### src/rtl/csa_pkg.sv
// Shared definitions for the sequential carry-save multiplier: FSM states,
// default operand width and the bit-level compressor primitive.
package csa_pkg;

  localparam int W_DEFAULT = 8;

  typedef enum logic [1:0] {
    IDLE,
    ACCUM,
    RESOLVE,
    DONE
  } state_t;

  function automatic logic maj3(input logic x, input logic y, input logic z);
    return (x & y) | (x & z) | (y & z);
  endfunction

endpackage

### src/rtl/csa_row.sv
// One 3:2 carry-save compressor row: N independent full adders, no carry ripple.
module csa_row
  import csa_pkg::*;
#(
  parameter int unsigned N = 2 * W_DEFAULT
) (
  input  logic [N-1:0] x,
  input  logic [N-1:0] y,
  input  logic [N-1:0] z,
  output logic [N-1:0] s,
  output logic [N-1:0] c
);

  always_comb begin
    s = x ^ y ^ z;
    c = '0;
    for (int unsigned i = 0; i < N; i++) begin
      c[i] = maj3(x[i], y[i], z[i]);
    end
  end

endmodule

### src/rtl/csa_mult_seq.sv
// Sequential multiplier: one carry-save partial-product row per cycle for W
// cycles, then a single carry-propagate resolve into product.
module csa_mult_seq
  import csa_pkg::*;
#(
  parameter int W = W_DEFAULT
) (
  input  logic           clk,
  input  logic           rst,
  input  logic           start,
  input  logic [W-1:0]   a,
  input  logic [W-1:0]   b,
  input  logic           is_signed,
  output logic           busy,
  output logic           done,
  output logic [2*W-1:0] product
);

  localparam int W2 = 2 * W;
  localparam int CW = $clog2(W);

  state_t         state;
  logic [W2-1:0]  mcand;
  logic [W-1:0]   mplier;
  logic           sgn;
  logic           pend;
  logic [CW-1:0]  step;
  logic [W2-1:0]  sum_q;
  logic [W2-1:0]  carry_q;
  logic [W2-1:0]  pp;
  logic [W2-1:0]  row_s;
  logic [W2-1:0]  row_c;
  logic           last;

  // mcand/mplier are shifted each step so partial product i is always mcand gated by mplier[0]
  always_comb begin
    last = (step == CW'(W - 1));
    pp   = mplier[0] ? mcand : '0;
    if (sgn && last) begin
      pp = ~pp;
    end
  end

  csa_row #(.N(W2)) u_row (
    .x (sum_q),
    .y ({carry_q[W2-2:0], 1'b0}),
    .z (pp),
    .s (row_s),
    .c (row_c)
  );

  always_ff @(posedge clk or posedge rst) begin
    if (rst) begin
      state   <= IDLE;
      mcand   <= '0;
      mplier  <= '0;
      sgn     <= 1'b0;
      pend    <= 1'b0;
      step    <= '0;
      sum_q   <= '0;
      carry_q <= '0;
      busy    <= 1'b0;
      done    <= 1'b0;
      product <= '0;
    end else begin
      case (state)
        IDLE: begin
          done <= 1'b0;
          if (start) begin
            mcand   <= {{W{is_signed & a[W-1]}}, a};
            mplier  <= b;
            sgn     <= is_signed;
            pend    <= 1'b0;
            step    <= '0;
            sum_q   <= '0;
            carry_q <= '0;
            busy    <= 1'b1;
            state   <= ACCUM;
          end
        end
        ACCUM: begin
          sum_q   <= row_s;
          carry_q <= row_c;
          mcand   <= mcand << 1;
          mplier  <= mplier >> 1;
          step    <= step + CW'(1);
          if (last) begin
            pend  <= sgn;
            state <= RESOLVE;
          end
        end
        RESOLVE: begin
          product <= sum_q + {carry_q[W2-2:0], 1'b0} + W2'(pend);
          state   <= DONE;
        end
        // done is registered, so the pulse is visible in the cycle after DONE
        DONE: begin
          done  <= 1'b1;
          busy  <= 1'b0;
          state <= IDLE;
        end
        default: state <= IDLE;
      endcase
    end
  end

endmodule

### config.mk
export PLATFORM = sky130hd
export DESIGN_NAME = csa_mult_seq
export DESIGN_NICKNAME = d
export VERILOG_FILES = /design/src/rtl/csa_pkg.sv /design/src/rtl/csa_row.sv /design/src/rtl/csa_mult_seq.sv
export SDC_FILE = /design/constraint.sdc
export NUM_CORES = 1
export LEC_CHECK = 0
export CAP_MARGIN = 5
export CORE_MARGIN = 2
export CORE_UTILIZATION = 50
export DETAILED_ROUTE_END_ITERATION = 6
export GPL_TIMING_DRIVEN = 0
export PLACE_DENSITY = 0.73
export SYNTH_ARGS = -nofsm -noshare
export SYNTH_HDL_FRONTEND = slang
export SYNTH_SLANG_ARGS = --single-unit
### constraint.sdc
create_clock -name clk -period 2.53 [get_ports clk]
set_input_delay 0.3795 -clock clk [delete_from_list [all_inputs] [get_ports clk]]
set_output_delay 0.3795 -clock clk [all_outputs]
set_load 0.05 [all_outputs]
==> flow_summary.json <==
{
  "ys_ff_latch": 80,
  "grt_pass1_wl_um": 16100,
  "syn-instance-count": 477,
  "wirelength_um": 9270,
  "worstSetupEndpointType": "flip-flop",
  "initial_core_util_pct": 52.2,
  "setup-violations-final": 0,
  "cts.reportedPaths.clkPinSlew_ns": 0.08,
  "ir_drop_mv": 0.541,
  "seqPwrFrac_pct": 35.9,
  "drt_iter0_drc": 208,
  "dr.pass1.iters": 4,
  "maxCapViolations": 0,
  "avgViaCountPerCell": 5.50,
  "yosys.area.top_type_share_pct": 43.5,
  "synth_warnings": 0,
  "cts_root_buf": "clkbuf_8",
  "cts_htree_levels": 3,
  "cp_data_arrival_time_ns": 2.56,
  "layout_commonest_cell": "nand2_1",
  "cts_tree": "built",
  "cts_made_buffers": 9,
  "synth_edf_count": 0,
  "period_minus_slack_ns": 2.32,
  "critPathLaunchType": "flip-flop",
  "die_area_mm2": 0.00998,
  "drc": 0,
  "clock_skew_ns": 0.00984,
  "cellInternalPower_w": 0.00304,
  "use_met3_pct": 3.27,
  "max_slew.worst_pin.slew_ns": 0.663,
  "clockBufferDepth": 2,
  "overflow": 0,
  "hold_viol_final": 0,
  "grt_use_met2_pct": 32.1,
  "synth-main-ff-cell": "dfrtp_1",
  "grtUsageTotal_pct": 20.3,
  "synth_top_cell_by_area": "dfrtp_1",
  "rsz0062_at_grt": "false",
  "dpl.hpwl_um": 7080,
  "comb_power_share_pct": 49.4,
  "status": "complete, no violations",
  "crit_required_ns": 2.77,
  "synth.avg_cell_area_um2": 9.64,
  "power.switching_w": 0.00246,
  "synth.cell_area_mm2": 0.00460,
  "antenna_found_initial": 0,
  "fmax_mhz": 432,
  "final_cell_mix": "90 x nand2_1, 80 x dfrtp_1, 55 x o21ai_0, 39 x inv_1, 36 x clkdlybuf4s50_1",
  "grt_pass1_vias": 3430,
  "cts.sinks": 80,
  "grtUsageMet1_pct": 27.8,
  "cts_hold_buf": 0,
  "crit_type": "flip-flop to flip-flop",
  "power-per-cell-area_mw_per_mm2": 1040,
  "yosys-top-cells-area": "dfrtp_1 44%, nand2_1 7.4%, fa_1 6.5%, ha_1 6.0%, o21ai_0 6.0%",
  "core_region_area_mm2": 0.00881,
  "gp_congestion": 0.884,
  "wl_per_cell_um": 14.6,
  "clkPwrFrac_pct": 14.7,
  "dieWidth_um": 99.9,
  "synthArstFlopShare_pct": 100,
  "synth.distinct_cells": 51,
  "place_area_mm2": 0.00512,
  "final_util_pct": 60.0,
  "syn_nets": 534,
  "post-route-period-util_pct": 91.6,
  "grt_busiest_layer": "met2",
  "ant_nets": 0,
  "grt_start_max_net_pins": 68,
  "seq_area_frac_synth_pct": 43.5,
  "areaGrowthSynthToFinish_pct": 15.0,
  "maxSlewHeadroom_pct": 55.8,
  "swShare_pct": 44.7,
  "fp-row-count": 34,
  "io_pins": 38,
  "die_h_um": 99.9,
  "drive_gt1_share_pct": 5.87,
  "finalSetupTns_ns": 0,
  "crit_path_max_fanout": 4,
  "post_cts_buffers": 0,
  "slew_viol_final": 0,
  "portBuffers": 36,
  "n_antenna_cell": 0,
  "fin_nets": 582,
  "vias": 3496,
  "hold_class": "primary input to asynchronous set/reset pin",
  "power.total_w": 0.00550,
  "hold_ws_ns": 0.282,
  "clock_latency_ns": 0.35,
  "postLayoutCellArea_mm2": 0.00529,
  "p_leak_nw": 2.25
}
-- metrics by stage --
stage,setup WS [ns],instances
detailed placement,-0.0951,622
floorplan,0.0988,477
CTS,0.0997,636
global route,0.0161,636
global placement,-1.19,621
finish,0.213,636
-- sequential cells by signal, indices dropped and copies added (netlist names), 2 cells and up --
register,flops
mcand,16
product,16
sum_q,16
carry_q,15
mplier,8
step,3
state,2
-- cells in the mapped netlist (2+ instances only) --
library cell,number
nand2_1,91
a221o_1,3
a21boi_0,2
mux2_2,10
buf_1,3
clkbuf_1,19
mux2i_1,14
a22oi_1,9
o211a_1,2
o31ai_1,2
and2_1,2
fa_1,15
buf_2,2
o22ai_1,2
nand3_1,4
xnor2_1,20
a21oi_1,11
nor2b_1,5
and3_1,2
o21ai_0,55
xor2_1,4
nand2b_1,3
nand4_1,6
o21a_1,2
a211oi_1,2
nor2_1,10
dfrtp_1,80
inv_1,40
o311ai_0,2
o211ai_1,7
a22o_1,6
ha_1,22
o32a_1,2
-- logic make-up (layout without fill, tap and decap cells) --
logic type / count (synthesis) / count (layout) / synth area share [%]
DFF: 80 / 80 / 43.5
buffers and inverters: 65 / 116 / 5.39
xor gates and xnor gates: 24 / 24 / 4.57
AOI/OAI and AO/OA: 118 / 118 / 16.4
muxes: 24 / 24 / 5.50
adders and majority gates: 37 / 37 / 12.5
and+or+nand+nor: 129 / 129 / 12.1
-- worst max-delay path: stages, from the launching register on --
cell and delay, ns:
dfrtp_1 0.40, ha_1 0.22, inv_1 0.07, fa_1 0.43
nor2b_2 0.18, o211a_1 0.19, o211ai_1 0.18, o2111a_1 0.29
a221o_1 0.25
-- final cells by class --
type,instances,area [um2]
plain buffers,25,101
flip-flops and latches,80,2000
clock inverters,1,5.00
clock buffers,13,149
inverters,40,153
repair buffers,37,388
multi-input cells,332,2350
well taps,108,135
fillers,783,3520
-- power groups by stage --
| stage | Clock, W | Sequential (W) | Combinational, W |
|---|---|---|---|
| 2_1_floorplan | 0 | 0.00231 | 0.00162 |
| 3_3_place_gp | 0 | 0.00198 | 0.00266 |
| 3_5_place_dp | 0 | 0.00200 | 0.00272 |
| 4_1_cts | 0.000835 | 0.00197 | 0.00274 |
| 5_1_grt | 0.000881 | 0.00203 | 0.00304 |
| 6_report | 0.000810 | 0.00198 | 0.00272 |
-- timing repair --
action / 4_1_cts / 5_1_grt
gates resized for setup: 1 / 4
pin swaps: 0 / 0
setup endpoints to repair: 14 / 10
-- metal layers --
layer	vias up	share of wire [%]
met5	-	0
met4	0	2.4
met3	16	4.0
met2	91	46
met1	1663	47
li1	1726	-
-- final timing paths --
kind                               end  slack, ns  cells after the start   startpoint
max in group asynchronous    mcand[12]       1.65                      3          rst
min in group clk           product[13]       0.49                      2  product[13]
setup / recovery           product[12]       0.21                      8     sum_q[0]
setup reg to reg           product[12]       0.21                      8     sum_q[0]
hold / removal              product[5]       0.28                      2          rst
hold reg to reg            product[13]       0.49                      2  product[13]
No activity file was read; power rests on OpenSTA's default activity.
==> RTL change 1, RTL diff (config.mk and constraints unchanged) <==
Set the package constant `W_DEFAULT` to 16 (it was 8).
--- a/src/rtl/csa_pkg.sv
+++ b/src/rtl/csa_pkg.sv
@@ -2,7 +2,7 @@
 // default operand width and the bit-level compressor primitive.
 package csa_pkg;
 
-  localparam int W_DEFAULT = 8;
+  localparam int W_DEFAULT = 16;
 
   typedef enum logic [1:0] {
     IDLE,
Interface: changed (resized a, b and product); port bits go from 38 to 70. The function was not compared with the original's and may differ.
==> RTL change 1 against the unedited design <==
The run now ends with negative setup slack left. Sequential cell count is 73 higher. Area after synthesis is 89% higher. Die area is 85% higher. Routed wire length is 110% higher. Setup slack worse by 0.32 ns. Final cell count is 92% higher. Design area is 100% higher. Power is 150% higher. Critical path type unchanged. Largest power group unchanged.
==> RTL change 1: results (changes against the unedited design) <==
- Outcome: finished with violations
- Violated checks: negative setup slack
- Syn Nets: 973 (+82%)
- Hold Crit Class: flop to flop
- # setup viols final: 4 (+4)
- Hold WS: 0.4808 ns (+0.1984 ns)
- Fill cells: 1407 (+80%)
- Clock Pin Slew Worst Setup and Hold Paths: 0.06 ns (-0.02 ns)
- WP data arrival: 2.94 ns (+0.38 ns)
- Sw Pwr: 5.895 mW (+140%)
- Crit path max fanout: 3 (-1)
- Largest net degree at the start of global routing: 42 (-38%)
- CP max stage delay: 0.39 ns (-0.04 ns)
- Worst slew pin tran: 0.8675 ns (+0.2041 ns)
- First-pass GRT wire length: 32380 um (+100%)
- Initial drt markers: 435 (+110%)
- Nets@finish: 1085 (+86%)
- Area contributors post-synth: dfrtp_1 44%, fa_1 7.1%, ha_1 5.3%, xnor2_1 4.9%, nand2_1 4.7%
- Final WL: 19420 um (+110%)
- Comb pwr share: 0.514 (+0.020)
- IO buf count: 69 (+92%)
- Worst setup margin: -0.1049 ns (-0.3178 ns)
- Share of post-route cells with drive strength above 1: 0.1388 (+0.08012)
- Final Skew: 0.008561 ns (-0.001279 ns)
- Vias in the first global route: 6430 (+87%)
- GPL Wtd Cong: 0.8270 (-6.5%)
- Most common library cells after synthesis: 153 x dfrtp_1, 109 x nand2_1, 72 x inv_1
- H-tree levels: 4 (+1)
- R2R cell count: 10 (+2)
- HPWL after DPL: 13910 um (+96%)
- Netlist cell types: 58 (+14%)
## RTL change 1: cell types whose count changed after synthesis, sizes merged, moves of 28 or more
cell | before | now
dfrtp | 80 | 153
nor2 | 10 | 38
o22ai | 2 | 61
inv | 40 | 72
a21oi | 11 | 49
xnor2 | 20 | 49
## RTL change 1: stage by stage
step / setup TNS [ns] / std cells / instance area, sq um / power (mW) / setup slack (ns)
detailed placement: -8.904 / 1166 / 9718 / 10.64 / -0.4739
global placement: -185.49 / 1163 / 9658 / 10.40 / -1.181
floorplan: 0 / 869 / 8686 / 8.837 / 0.01055
global route: -1.143 / 1219 / 10780 / 14.53 / -0.2119
CTS: -0.1558 / 1202 / 10480 / 13.31 / -0.1035
finish: -0.2242 / 1219 / 10780 / 13.50 / -0.1049
## RTL change 1: layer usage
layer  vias to the layer above  global-route usage  part of all wire
li1                       3240                   -                 -
met1                      3306              0.3236              0.48
met2                       156              0.3392              0.47
met3                        14             0.04976             0.039
met4                         0             0.06019             0.011
met5                         -                   0                 0
## RTL change 1: timing repair
action / in CTS / in global routing
resized for setup: 29 / 44
endpoints found under the setup margin: 54 / 84
pin swaps: 17 / 27
setup buffers: 4 / 17
## RTL change 1: cell families (layout without fill, tap and decap cells)
| family | count (synthesis) | count (layout) | synth area share |
|---|---|---|---|
| compound gates | 227 | 227 | 0.1620 |
| xor+xnor | 59 | 59 | 0.05952 |
| fa+ha+maj | 68 | 68 | 0.1248 |
| buf+inv | 117 | 242 | 0.05073 |
| flops | 153 | 153 | 0.4410 |
| mux | 56 | 56 | 0.06817 |
| simple gates | 189 | 189 | 0.09382 |
## RTL change 1: worst max-delay path: cells and delay by family, from the launching register on
kind	cells	cell delay [ns]
flops	1	0.39
fa+ha+maj	2	0.55
compound gates	5	1.12
simple gates	2	0.35
mux	1	0.09
## RTL change 1: cell type report
cell class / count / area, sq um / share of cell area
Multi-Input combinational cell: 599 / 4731 / 0.4390
Timing Repair Buffer: 93 / 915.9 / 0.08500
Buffer: 44 / 176.4 / 0.01637
Inverter: 73 / 281.5 / 0.02613
Clock buffer: 18 / 429.2 / 0.03983
Clock inverter: 14 / 131.4 / 0.01219
Sequential cell: 153 / 3829 / 0.3553
Tap cell: 225 / 281.5 / 0.02613
## RTL change 1: worst max path at each step
| stage | to | slack [ns] | cells after the start |
|---|---|---|---|
| floorplan | product[24] | 0.01 | 10 |
| global placement | product[29] | -1.18 | 2 |
| detailed placement | product[26] | -0.47 | 10 |
| CTS | product[24] | -0.10 | 10 |
| global route | product[24] | -0.21 | 10 |
| finish | product[24] | -0.10 | 10 |
==> RTL change 2, RTL diff (config.mk and constraints unchanged) <==
Without the edit above. Register the output `product` once more, with the module's reset; this adds one clock of latency there. The other outputs are not delayed to match. Comments in the files are not updated.
--- a/src/rtl/csa_mult_seq.sv
+++ b/src/rtl/csa_mult_seq.sv
@@ -18,6 +18,8 @@
 
   localparam int W2 = 2 * W;
   localparam int CW = $clog2(W);
+
+  logic [2*W-1:0] product_s0;
 
   state_t         state;
   logic [W2-1:0]  mcand;
@@ -61,7 +63,7 @@
       carry_q <= '0;
       busy    <= 1'b0;
       done    <= 1'b0;
-      product <= '0;
+      product_s0 <= '0;
     end else begin
       case (state)
         IDLE: begin
@@ -90,7 +92,7 @@
           end
         end
         RESOLVE: begin
-          product <= sum_q + {carry_q[W2-2:0], 1'b0} + W2'(pend);
+          product_s0 <= sum_q + {carry_q[W2-2:0], 1'b0} + W2'(pend);
           state   <= DONE;
         end
         // done is registered, so the pulse is visible in the cycle after DONE
@@ -104,5 +106,13 @@
     end
   end
 
+  always_ff @(posedge clk or posedge rst) begin
+    if (rst) begin
+      product <= '0;
+    end else begin
+      product <= product_s0;
+    end
+  end
+
 endmodule
 
Check against the original RTL: same outputs for any inputs over 10 cycles, from zero or initial values and one cycle with rst high; that may be too few to reach the edited logic, so the function may still have changed.
==> RTL change 2 against the unedited design <==
Final cell count increased by 4.4%. Global-route usage decreased by 0.79 points. Power increased by 16%. Combinational power increased by 5%. Design area increased by 9.4%. Core utilization decreased by 0.59 points. Setup slack got worse by 0.035 ns. Routed wire length increased by 5.0%. Non-clock buffer count decreased by 3. Sequential power increased by 21%. Area after synthesis increased by 8.3%. Sequential cell count increased by 16. Critical endpoint is now product_s0[14]. Largest power group unchanged.
==> RTL change 2: results (changes against the unedited design) <==
- Pre-CTS WS: -0.001098 ns (+0.09397 ns)
- Area share of fa/ha/maj cells after synthesis: 0.1156 (-0.009597)
- Final WL: 9736 um (+5.0%)
- Crit path max fanout: 4 (unchanged)
- HPWL after DPL: 7408 um (+4.6%)
- Share of post-route cells with drive strength above 1: 0.09040 (+0.03168)
- Root Driver: clkbuf_8
- Worst setup margin: 0.1780 ns (-0.03486 ns)
- CTS Buf Count: 9 (unchanged)
- Synth Area in XOR/XNOR: 0.05630 (+0.01057)
- GPL Wtd Cong: 0.8183 (-7.5%)
- IR drop worst, VDD: 0.6588 mV (+22%)
- Compound-cell area share of the yosys netlist: 0.1380 (-0.02615)
- Initial DRT Pass Iterations: 4 (unchanged)
- Lkg Pwr: 2.494 nW (+11%)
- H-tree levels: 3 (unchanged)
- Worst hold endpoint: product[4]
- Area contributors post-synth: dfrtp_1 48%, nand2_1 6.3%, fa_1 6.0%, ha_1 5.5%, o21ai_0 5.5%
- Register area share after synthesis: 0.4825 (+0.04704)
- Hold Crit Class: flop to flop
- Most common library cells after synthesis: 96 x dfrtp_1, 83 x nand2_1, 55 x o21ai_0
- Delay-heaviest family, CP: adder cells
- Largest net degree at the start of global routing: 41 (-40%)
- Crit-path slowest cell: dfrtp_1
- Crit path capture: product_s0[14]
- Relative slew slack: 0.5559 (-0.001851)
- R2R cell count: 9 (+1)
- Reg2reg start: pend
- Clk_lat worst skew: 0.38 ns (+0.03 ns)
- WP data arrival: 2.61 ns (+0.05 ns)
- Final Skew: 0.01692 ns (+0.007083 ns)
- Netlist cell types: 49 (-3.9%)
- First-pass GRT wire length: 16860 um (+4.8%)
- Mux share of post-synthesis cell area: 0.06660 (+0.01162)
- Initial drt markers: 112 (-46%)
- Outcome: complete, no violations
- Vias in the first global route: 3552 (+3.6%)
- Routed vias: 3464 (-0.92%)
- Tot GR Track Use: 0.1950 (-0.007910)
- Post-CTS Setup Inserts: 0 (unchanged)
- Nets@finish: 583 (+0.17%)
[RTL change 2: changes by cell type in the layout (fill, tap and decap cells not counted), moves of 4 or more]
cell,unedited run,this run
nand2_1,90,82
clkbuf_1,21,15
xnor2_1,20,28
a21oi_1,11,16
o211ai_1,7,3
dfrtp_1,80,96
nand4_1,6,2
[RTL change 2: report_power, final]
part	internal, mW	switching, mW	total (mW)
registers	2.07	0.325	2.39
logic	1.05	1.80	2.85
clock network	0.583	0.543	1.13
[RTL change 2: layer usage]
layer | up-vias | routed length (um) | share of wire | global-route usage
met5 | - | 0 | 0 | 0
met4 | 0 | 138 | 0.014 | 0.06371
met3 | 13 | 332 | 0.034 | 0.03524
met2 | 68 | 4787 | 0.49 | 0.3264
met1 | 1682 | 4478 | 0.46 | 0.2588
li1 | 1701 | - | - | -
[RTL change 2: cells by family after synthesis]
logic type,count (synthesis)
AND/OR/NAND/NOR,110
buffers and inverters,61
XOR/XNOR,32
adder cells (fa/ha/maj),37
AO/OA/AOI/OAI,110
flip-flops,96
multiplexers,31
[RTL change 2: cell type report]
class / instances / area (sq um)
fill: 855 / 3948
sequential: 96 / 2402
multi-input combinational: 320 / 2344
timing repair buffer: 38 / 400.4
tap: 133 / 166.4
inverter: 40 / 153.9
clock buffer: 11 / 141.4
buffer: 21 / 93.84
clock inverter: 5 / 80.08
[RTL change 2: stage by stage]
stage               total power [mW]  area, sq um  utilization  std cells  hold WS [ns]
finish                         6.374         5782       0.5943        664        0.3764
global route                   6.856         5782       0.5943        664        0.3937
CTS                            6.430         5771       0.5931        664        0.3827
detailed placement             5.309         5549       0.5703        648        0.3603
global placement               5.196         5509       0.5662        646        0.3580
floorplan                      4.442         4982            -        477        0.3501
